`src/rtl/ysyx_23060124_ifu.sv`:
```
// Instruction fetch unit: owns the PC and fetches one word at a time from instruction memory.
// It hands each fetched word and its PC to decode, and squashes wrong-path fetches on redirect.
module ysyx_23060124_ifu #(
    parameter int unsigned        ISA_WIDTH = 32,
    parameter int unsigned        ADDR_W    = 32,
    parameter logic [ADDR_W-1:0]  RESET_PC  = ADDR_W'(32'h8000_0000)
) (
    input  logic                 i_clk,
    input  logic                 i_rst_n,
    input  logic                 i_redirect,
    input  logic [ADDR_W-1:0]    i_redirect_pc,
    output logic                 o_imem_req,
    output logic [ADDR_W-1:0]    o_imem_addr,
    input  logic                 i_imem_gnt,
    input  logic                 i_imem_rvalid,
    input  logic [ISA_WIDTH-1:0] i_imem_rdata,
    output logic                 o_ins_valid,
    output logic [ISA_WIDTH-1:0] o_ins,
    output logic [ADDR_W-1:0]    o_pc,
    input  logic                 i_ins_ready
);

    typedef enum logic [1:0] {
        StIdle,
        StReq,
        StWait,
        StHold
    } state_e;

    state_e                 state_q, state_d;
    logic [ADDR_W-1:0]      pc_q, pc_d;
    logic                   drop_q, drop_d;
    logic                   ins_valid_q, ins_valid_d;
    logic [ISA_WIDTH-1:0]   ins_q, ins_d;
    logic [ADDR_W-1:0]      ins_pc_q, ins_pc_d;

    logic [ADDR_W-1:0]      pc_new;
    logic                   fire;

    assign pc_new = {i_redirect_pc[ADDR_W-1:2], 2'b00};
    // A redirect cancels the handshake, so the held word is never transferred that cycle.
    assign fire   = ins_valid_q & i_ins_ready & ~i_redirect;

    always_comb begin
        state_d     = state_q;
        pc_d        = pc_q;
        drop_d      = drop_q;
        ins_valid_d = ins_valid_q;
        ins_d       = ins_q;
        ins_pc_d    = ins_pc_q;

        unique case (state_q)
            StIdle: begin
                state_d = StReq;
                if (i_redirect) begin
                    pc_d = pc_new;
                end
            end

            StReq: begin
                if (i_redirect) begin
                    pc_d = pc_new;
                end
                if (i_imem_gnt) begin
                    // Old-address fetch already accepted: mark its response for discard.
                    state_d = StWait;
                    drop_d  = i_redirect;
                end
            end

            StWait: begin
                if (i_redirect) begin
                    pc_d = pc_new;
                    if (i_imem_rvalid) begin
                        state_d = StReq;
                        drop_d  = 1'b0;
                    end else begin
                        drop_d  = 1'b1;
                    end
                end else if (i_imem_rvalid) begin
                    if (drop_q) begin
                        state_d = StReq;
                        drop_d  = 1'b0;
                    end else begin
                        state_d     = StHold;
                        ins_valid_d = 1'b1;
                        ins_d       = i_imem_rdata;
                        ins_pc_d    = pc_q;
                    end
                end
            end

            StHold: begin
                if (i_redirect) begin
                    state_d     = StReq;
                    ins_valid_d = 1'b0;
                    pc_d        = pc_new;
                end else if (fire) begin
                    state_d     = StReq;
                    ins_valid_d = 1'b0;
                    pc_d        = pc_q + ADDR_W'(4);
                end
            end

            default: begin
                state_d = StIdle;
            end
        endcase
    end

    always_ff @(posedge i_clk) begin
        if (!i_rst_n) begin
            state_q     <= StIdle;
            pc_q        <= RESET_PC;
            drop_q      <= 1'b0;
            ins_valid_q <= 1'b0;
            ins_q       <= '0;
            ins_pc_q    <= RESET_PC;
        end else begin
            state_q     <= state_d;
            pc_q        <= pc_d;
            drop_q      <= drop_d;
            ins_valid_q <= ins_valid_d;
            ins_q       <= ins_d;
            ins_pc_q    <= ins_pc_d;
        end
    end

    assign o_imem_req  = (state_q == StReq);
    assign o_imem_addr = pc_q;
    assign o_ins_valid = ins_valid_q;
    assign o_ins       = ins_q;
    assign o_pc        = ins_pc_q;

endmodule

```
`config.mk`:
```
export PLATFORM = sky130hd
export DESIGN_NAME = ysyx_23060124_ifu
export DESIGN_NICKNAME = d
export VERILOG_FILES = /design/src/rtl/ysyx_23060124_ifu.sv
export SDC_FILE = /design/constraint.sdc
export NUM_CORES = 1
export LEC_CHECK = 0
export BUFFER_PORTS_ARGS = -buffer_cell sky130_fd_sc_hd__buf_2
export CAP_MARGIN = 10
export CORE_MARGIN = 1.5
export CORE_UTILIZATION = 54
export CTS_CLUSTER_SIZE = 30
export DETAILED_ROUTE_END_ITERATION = 10
export PLACE_DENSITY = 0.86
export SLEW_MARGIN = 0
export SYNTH_ARGS = -nofsm -noshare
export SYNTH_HDL_FRONTEND = slang
export SYNTH_SLANG_ARGS = --single-unit
export TNS_END_PERCENT = 5
```
`constraint.sdc`:
```
create_clock -name i_clk -period 4.3 [get_ports i_clk]
set_input_delay 0 -clock i_clk [delete_from_list [all_inputs] [get_ports i_clk]]
set_output_delay 0 -clock i_clk [all_outputs]
set_load 0.02 [all_outputs]
```
==> flow_summary.yaml, run 1 <==
timing:
  layout_min_cycle_time_ps: 2530
  slew_viol_final: 0
  tightestPinTransition_ps: 1150
  rsz0062_at_grt: "false"
  final_hold_viol_count: 0
  fmax_mhz: 396
  setup_viol: 0
  slew-limit-headroom_pct: 23.6
  setup_tns_ps: 0
  post-route-period-util_pct: 58.7
  skew_ps: 15.5
grt:
  antenna_found_initial: 0
  grt_max_degree: 80
  grt.overflow.total: 0
  grt_first_pass_wirelength_um: 22500
  grt_usage_pct: 30.7
  grt_pass1_vias: 4788
clock_tree:
  cts-root-buf: "clkbuf_8"
  htree_num_levels: 3
  cts_tree: "done"
  insertion_delay_ps: 370
  cts_buffer_depth: 2
  cts-buffers-inserted: 9
  cts_setup_buffers: 0
  clock-sinks: 96
  ctsResizeCount: 0
  cts.reportedPaths.clkPinSlew_ps: 110
  holdBufCountCts: 39
finish:
  n_fill_cell: 659
  final_util_pct: 72.5
  n_antenna_cell: 0
  drive_above_1_share_pct: 25.3
  area_growth_pct: 28.3
  layout.nets: 864
synth:
  synthCells: 622
  synth_area_per_cell_um2: 7.57
  synth_seq_area_share_pct: 40.8
  synth-simple-area-share_pct: 28.9
  ys_top_cells_by_area: "dfxtp_1 (41%), nand2_1 (12%), a21oi_1 (9.0%), clkbuf_1 (2.9%), o21ai_0 (2.7%)"
  synth.largest_area_cell: "dfxtp_1"
  synth_xor_area_share_pct: 0
  synth_area_um2: 4710
  async_reset_ff_share_pct: 0
  synth.most_common_cell: "nand2_1"
  synth_top_family_by_area: "simple AND/OR/NAND/NOR gates"
  ys_ff_latch: 96
  synth_common_cells: "nand2_1 (149), dfxtp_1 (96), a21oi_1 (85)"
  yosysUniqueCellTypes: 57
  synth_edf_count: 0
  muxShareOfSynthArea_pct: 0.239
  synth_top_area_share_pct: 40.8
  synth_compound_area_share_pct: 22.5
  synthAdderAreaFrac_pct: 1.33
  ys.flop_type: "dfxtp_1"
  ys_warn_count: 0
worst_setup_path:
  critPathMaxFanout: 32
  worstSetupPathType: "reg -> reg"
  crit_arrival_ps: 2810
  required_ps: 4590
  reg2reg_depth: 6
  end_kind: "flip-flop"
  worstSetupStartpointType: "flip-flop"
detailed_routing:
  vias_per_cell: 5.96
  detail_route.wl_per_cell_um: 16.3
  dr.pass1.iters: 6
  drt_wl_total_um: 14600
  vias: 5361
  drt_iter0_drc: 474
  final_antenna_net_count: 0
  drc: 0
flow_run:
  cap_violations: 0
power_and_ir_drop:
  leakagePower_nw: 2.45
  powerDensity_nw_per_um2: 294
  vdd_drop_max_mv: 0.202
floorplan:
  row_count: 33
  start_util_pct: 56.5
  die_y_um: 96.4
  die_width_um: 96.4
  die_area_um2: 9290
  ios: 168
  core-area_um2: 8340
worst_hold_path:
  min_path_cells: 4
  hp-class: "in -> reg"
placement:
  dp.final_hpwl_um: 9390
  io_buffer_count: 161
  routabilityCongestion: 0.905
run_status:
  status: "completed"
-- worst paths after layout --
check | start | to | slack, ps
min reg2reg | o_ins[28] | o_ins[28] | 460
max reg2reg | state_q[0] | o_imem_addr[20] | 1770
min | i_imem_rvalid | drop_q | 30
max | state_q[0] | o_imem_addr[20] | 1770
-- registers in the layout, indices dropped and copies added (netlist names) --
signal,cells
o_ins_valid,1
drop_q,1
state_q,2
o_imem_addr,30
o_pc,30
o_ins,32
-- metrics by stage --
| stage | total power, mW | cell area, um^2 | setup WS, ps | hold WS, ps | cells |
|---|---|---|---|---|---|
| floorplan | 1.10 | 4720 | 2290 | 136 | 625 |
| CTS | 1.77 | 6040 | 1800 | 7.02 | 899 |
| global route | 1.84 | 6040 | 1560 | 44.5 | 899 |
| detailed placement | 1.19 | 5470 | 1820 | 246 | 844 |
| global placement | 1.18 | 5470 | 1900 | 240 | 844 |
| finish | 1.77 | 6040 | 1770 | 26.1 | 899 |
-- report_power, final --
part	leakage (nW)	switching (mW)	internal, mW
clock network	0.0952	0.341	0.235
logic	1.58	0.136	0.103
registers	0.780	0.0459	0.914
-- routing by layer --
layer	part of all wire, %	global-route usage, %	vias up
li1	-	-	2543
met4	2.5	12.1	0
met3	9.7	5.16	42
met1	40	38.6	2484
met5	0	0	-
met2	47	52.3	292
-- cell usage in the layout (no fill, tap or decap), types with 6 or more instances in the layout --
cell type / netlist / routed
nor3b_1: 7 / 7
nor3_1: 13 / 13
nand3_1: 20 / 19
o211ai_1: 6 / 6
dlygate4sd3_1: 0 / 39
o21ai_0: 25 / 25
buf_2: 5 / 161
nor2_1: 21 / 21
a21oi_1: 85 / 83
nor4_1: 18 / 18
nand2_1: 149 / 149
inv_1: 11 / 11
dfxtp_1: 96 / 96
nand4_1: 12 / 12
and2_1: 10 / 10
clkbuf_8: 0 / 10
a211oi_1: 7 / 7
-- cells by family (layout without fill, tap and decap cells) --
family                   after synthesis  after routing
AO/OA/AOI/OAI                        173            173
flip-flops                            96             96
adder cells (fa/ha/maj)                5              5
multiplexers                           1              1
other                                  1              4
AND/OR/NAND/NOR                      282            282
buffers and inverters                 64            233
-- cell type report --
class | count | area [um^2] | area share (%)
sequential | 96 | 1920 | 31.8
multi-input combinational | 465 | 2520 | 41.8
clock inverter | 6 | 50.0 | 0.828
timing repair buffer | 205 | 1230 | 20.4
tap | 105 | 131 | 2.17
inverter | 12 | 45.0 | 0.745
clock buffer | 10 | 138 | 2.28
-- critical path, cell delays in order (launching register included) --
cell and delay (ps):
dfxtp_1 360, ha_1 290, nor2b_2 180, buf_4 250
a21oi_2 760, nand2_1 330, o221ai_1 270
(Power assumes the default switching activity.)
==> inputs of run 2 (changes only) <==
- CORE_UTILIZATION: 54 -> 45
- PLACE_DENSITY: 0.86 -> 0.76
- clock period: 4.3 -> 2 ns (I/O delays scaled with it)
==> run 2 against run 1 <==
  * Fmax up 32%
  * Clock power up 140%
  * Combinational power rose to 2.6 times the previous value
  * Clock skew down 7.4 ps
  * Global-route usage down 3.0 points
  * Non-clock buffer count up 39
  * Die area up 19%
  * Utilization down 9.0 points
  * Register-to-register slack worse by 1700 ps
  * Setup slack worse by 1700 ps
  * Routed wire length up 6.8%
  * Critical path depth down 1
  * Critical path type unchanged
  * Largest cell class unchanged
  * Highest routed layer unchanged
==> flow_summary.yaml, run 2 (synthesis results as in run 1) <==
grt:
  gr-usage-met1_pct: 35.4
  grt_usage_pct: 27.7
  gr-usage-met3_pct: 4.64
  busiest_layer: "met2"
  antenna_found_initial: 0
  grt_pass1_vias: 5102
  grt_first_pass_wirelength_um: 24800
  grt_max_degree: 79
  grtUsageMet2_pct: 46.8
  grt.overflow.total: 0
clock_tree:
  cts-buffers-inserted: 9
  htree_num_levels: 3
  clock-sinks: 96
  cts.reportedPaths.clkPinSlew_ps: 100
  cts-root-buf: "clkbuf_8"
  cts_buffer_depth: 2
  cts_tree: "done"
  cts_setup_buffers: 0
  insertion_delay_ps: 370
worst_setup_path:
  worstSetupStartpointType: "flip-flop"
  crit_arrival_ps: 2190
  cp_slowest_cell: "or3_1"
  worstSetupPathType: "reg -> reg"
  required_ps: 2280
  cp_top_family: "simple AND/OR/NAND/NOR gates"
  critPathMaxFanout: 6
  crit_chain: "ha_1 > and3_2 > nand4_1 > or3_1 > o311ai_0"
  slowest_delay_ps: 460
  end_kind: "flip-flop"
  critPathBufInv: 0
flow_run:
  cap_violations: 0
timing:
  rsz0062_at_grt: "false"
  final_hold_viol_count: 0
  fmax_mhz: 523
  post-route-period-util_pct: 95.6
  slew_viol_final: 0
  layout_min_cycle_time_ps: 1910
  skew_ps: 8.14
  holdWs_ps: 5.78
  setup_viol: 0
  setup_tns_ps: 0
detailed_routing:
  dr.pass1.iters: 5
  drt_wl_total_um: 15600
  drc: 0
  drt_iter0_drc: 495
  vias: 5494
  detail_route.wl_per_cell_um: 16.1
  final_antenna_net_count: 0
  vias_per_cell: 5.67
finish:
  final_area_um2: 6490
  final_common_cell: "buf_2"
  drive_above_1_share_pct: 29.2
  n_fill_cell: 921
  final_util_pct: 63.5
  largest_register_ffs: 32
  final_cell_mix: "buf_2 (161), nand2_1 (149), dfxtp_1 (94)"
  area_growth_pct: 37.9
  n_antenna_cell: 0
  layout.nets: 903
floorplan:
  die_width_um: 105
  core-area_um2: 10200
  row_count: 37
  ios: 168
  start_util_pct: 46.0
  die_area_um2: 11100
  die_y_um: 105
placement:
  routabilityCongestion: 0.915
  io_buffer_count: 161
  dpl_cell_area_um2: 5860
  dp.final_hpwl_um: 10500
worst_hold_path:
  hp-class: "in -> reg"
power_and_ir_drop:
  clock_power_share_pct: 34.2
  powerDensity_nw_per_um2: 619
  combPwrFrac_pct: 15.3
  pwr-share-seq_pct: 50.6
  swShare_pct: 28.6
  leakagePower_nw: 2.68
  vdd_drop_max_mv: 0.304
  p_sw_mw: 1.15
  internal_power_mw: 2.87
run_status:
  status: "completed"
-- run 2: cell count changes in the layout (fill, tap and decap cells not counted), sizes merged --
cell	delta
clkinvlp	+1
buf	+38
dlygate4sd3	+1
clkinv	-1
inv	-1
bufinv	+1
-- run 2: through the flow --
stage / instances / setup slack (ps) / power, mW
3_5_place_dp: 913 / 33.9 / 2.62
3_3_place_gp: 913 / 105 / 2.60
4_1_cts: 969 / 26.4 / 4.03
6_report: 969 / 87.9 / 4.02
2_1_floorplan: 625 / -0.438 / 2.37
5_1_grt: 969 / 20.3 / 4.17
-- run 2: worst min-delay path, cell delays in order --
cell and delay [ps]:
buf_2 80, o31ai_1 70, a211oi_1 180
-- run 2: metal layers --
layer  vias to the layer above  wire [um]
met4                         0        390
met3                        34       1150
met2                       278       7490
met1                      2562       6600
li1                       2620          -
met5                         -          0
-- run 2: path summary, 6_finish.rpt --
| kind | start | endpoint | slack, ps | cells after the start |
|---|---|---|---|---|
| worst max-delay path | o_imem_addr[3] | o_imem_addr[22] | 90 | 5 |
| worst min-delay path | i_redirect_pc[15] | o_imem_addr[15] | 6 | 3 |
| worst max register to register | o_imem_addr[3] | o_imem_addr[22] | 90 | 5 |
| worst min register to register | o_ins[12] | o_ins[12] | 460 | 2 |
-- run 2: power by group through the flow --
| stage | combinational [mW] | clock (mW) | sequential, mW |
|---|---|---|---|
| global route | 0.660 | 1.48 | 2.04 |
| finish | 0.614 | 1.37 | 2.03 |
| global placement | 0.533 | 0 | 2.07 |
| floorplan | 0.247 | 0 | 2.13 |
| detailed placement | 0.543 | 0 | 2.07 |
| CTS | 0.606 | 1.40 | 2.03 |
-- run 2: timing repair --
action,in CTS,in global routing
hold buffers,40,0
endpoints found under the hold margin,40,0
gates resized for setup,0,5
setup endpoints to repair,0,6
-- run 2: cell type report --
cell class / instances / area [um^2] / area share [%]
clock buffer: 10 / 138 / 2.12
timing repair buffer: 244 / 1600 / 24.7
sequential: 96 / 1920 / 29.6
tap: 136 / 170 / 2.62
multi-input combinational: 465 / 2530 / 39.0
clock inverter: 6 / 76.3 / 1.18
inverter: 12 / 45.0 / 0.694
==> inputs of run 3 (changes only) <==
- ABC_AREA: default -> 1
- GPL_TIMING_DRIVEN: default -> 0
- PLACE_DENSITY: 0.76 -> 0.77
==> run 3 against run 2 <==
  * Hold slack improved by 6.0 ps
  * Area after synthesis fell by 1.9%
  * Via count fell by 2.0%
  * Sequential power rose by 9%
  * Non-clock buffer count rose by 3
  * Fmax rose by 0.13%
  * Routed wire length fell by 2.9%
  * Power rose by 18%
  * Synthesized cell count rose by 14%
  * Design area fell by 2.9%
  * Clock skew rose by 11 ps
  * Critical path depth rose by 5
  * Critical path type unchanged
  * Highest routed layer unchanged
==> flow_summary.yaml, run 3 <==
detailed_routing:
  dr.pass1.iters: 5
  drt_wl_total_um: 15200
  drc: 0
  vias_per_cell: 5.03
  drt_iter0_drc: 449
  vias: 5382
  detail_route.wl_per_cell_um: 14.2
  final_antenna_net_count: 0
grt:
  grt_pass1_vias: 4990
  antenna_found_initial: 0
  grt_first_pass_wirelength_um: 24300
  grt_max_degree: 20
  grt.overflow.total: 0
  grt_usage_pct: 27.4
finish:
  final_common_cell: "buf_2"
  drive_above_1_share_pct: 22.9
  final_cell_mix: "buf_2 (175), nand2_1 (171), nor2_1 (150)"
  layout.nets: 1006
  regArea_um2: 1920
  final_area_um2: 6300
  multiInputGateArea_um2: 2350
  area_growth_pct: 36.4
  n_fill_cell: 911
  largest_register_ffs: 32
  n_antenna_cell: 0
clock_tree:
  htree_num_levels: 3
  cts-buffers-inserted: 9
  cts_buffer_depth: 2
  cts_tree: "done"
  cts_setup_buffers: 0
  cts.reportedPaths.clkPinSlew_ps: 110
  cts-root-buf: "clkbuf_8"
  insertion_delay_ps: 380
  clock-sinks: 96
placement:
  dpl_cell_area_um2: 5600
  place_ws_ps: 177
  routabilityCongestion: 0.950
  io_buffer_count: 161
  dp.final_hpwl_um: 11000
floorplan:
  ios: 168
  die_area_um2: 10900
  core-area_um2: 9860
  start_util_pct: 46.8
  die_width_um: 104
  die_y_um: 104
  row_count: 36
synth:
  synth_common_cells: "nand2_1 (171), nor2_1 (151), dfxtp_1 (96)"
  synth_top_area_share_pct: 41.6
  ys_warn_count: 0
  synth_edf_count: 0
  yosysUniqueCellTypes: 26
  ys_ff_latch: 96
  ys.flop_type: "dfxtp_1"
  synth_seq_area_share_pct: 41.6
  synth_area_um2: 4620
  synth.largest_area_cell: "dfxtp_1"
  ys_top_cells_by_area: "dfxtp_1 (42%), nand2_1 (14%), nor2_1 (12%), o21ai_0 (9.4%), a21oi_1 (6.2%)"
  synth.most_common_cell: "nand2_1"
  synth_area_per_cell_um2: 6.52
  async_reset_ff_share_pct: 0
  synthCells: 709
timing:
  setup_slack_ps: 90.4
  slew_viol_final: 0
  skew_ps: 19.0
  setup_viol: 0
  layout_min_cycle_time_ps: 1910
  rsz0062_at_grt: "false"
  final_hold_viol_count: 0
  slew-limit-headroom_pct: 61.3
  tightestPinTransition_ps: 581
  setup_tns_ps: 0
  post-route-period-util_pct: 95.5
  fmax_mhz: 524
worst_setup_path:
  end_kind: "flip-flop"
  crit_start: "o_imem_addr[3]"
  worstSetupPathType: "reg -> reg"
  crit_arrival_ps: 2190
  worstSetupStartpointType: "flip-flop"
  rr_startpoint: "o_imem_addr[3]"
  critPathMaxFanout: 5
  required_ps: 2280
flow_run:
  cap_violations: 0
power_and_ir_drop:
  leakagePower_nw: 3.00
  vdd_drop_max_mv: 0.458
  powerDensity_nw_per_um2: 754
worst_hold_path:
  hp-class: "in -> reg"
  min_from: "i_redirect_pc[30]"
run_status:
  status: "completed"
-- run 3: cell types whose count changed in the layout (fill, tap and decap cells not counted), sizes merged, moves of 20 or more --
cell	delta
a21oi	-26
buf	-20
inv	+35
nand2	+23
nor2	+137
o21ai	+63
-- run 3: worst paths after layout --
check / to / slack, ps / cells past startpoint
worst max-delay path: o_imem_addr[20] / 90 / 10
worst min-delay path: o_imem_addr[30] / 10 / 5
worst max register to register: o_imem_addr[20] / 90 / 10
worst min register to register: o_ins_valid / 490 / 2
-- run 3: worst max-delay path, cell delays in order, from the launching register on --
cell and delay (ps):
dfxtp_1 470, ha_1 290, nand2_1 110, nor2_2 170, nand2_1 110, nor2_1 210
nand3_1 100, nand2_1 100, nand2_1 50, o21ai_0 150, nor2_1 50
-- run 3: repair_timing --
item                                   CTS  global route
setup endpoints to repair                0             3
hold buffers                            47             0
endpoints found under the hold margin   47             0
gates resized for setup                  0             2
-- run 3: layer usage --
layer | part of all wire, % | global-route usage [%]
met1 | 44 | 35.4
met2 | 47 | 46.1
met3 | 6.6 | 4.51
met5 | 0 | 0
met4 | 2.3 | 9.52
-- run 3: cells by family after synthesis --
group                    count (synthesis)  synth area share, %
buffers and inverters                   85                 7.88
flip-flops                              96                 41.6
AND/OR/NAND/NOR                        371                 32.4
adder cells (fa/ha/maj)                  5                 1.35
AO/OA/AOI/OAI                          151                 16.7
other                                    1               0.0812
-- run 3: metrics by stage --
step | hold WS, ps | utilization (%) | cells | power [mW]
global route | 33.7 | 63.9 | 1069 | 4.97
finish | 11.8 | 63.9 | 1069 | 4.75
global placement | 222 | 56.8 | 1006 | 3.27
CTS | 2.94 | 63.8 | 1069 | 4.73
floorplan | 135 | - | 712 | 2.89
detailed placement | 227 | 56.8 | 1006 | 3.28
-- run 3: area by class of cell --
type                       count  area share, %
tap                          133           2.64
inverter                      46           2.74
buffer                        39           3.08
clock inverter                 7           1.55
multi-input combinational    531           37.3
timing repair buffer         208           20.3
clock buffer                   9           1.97
sequential                    96           30.5
-- run 3: power by group --
group          internal (mW)  switching (mW)  total (mW)
combinational          0.415           0.691        1.11
sequential              2.07           0.153        2.22
clock                  0.620           0.804        1.42
total                   3.10            1.65        4.75
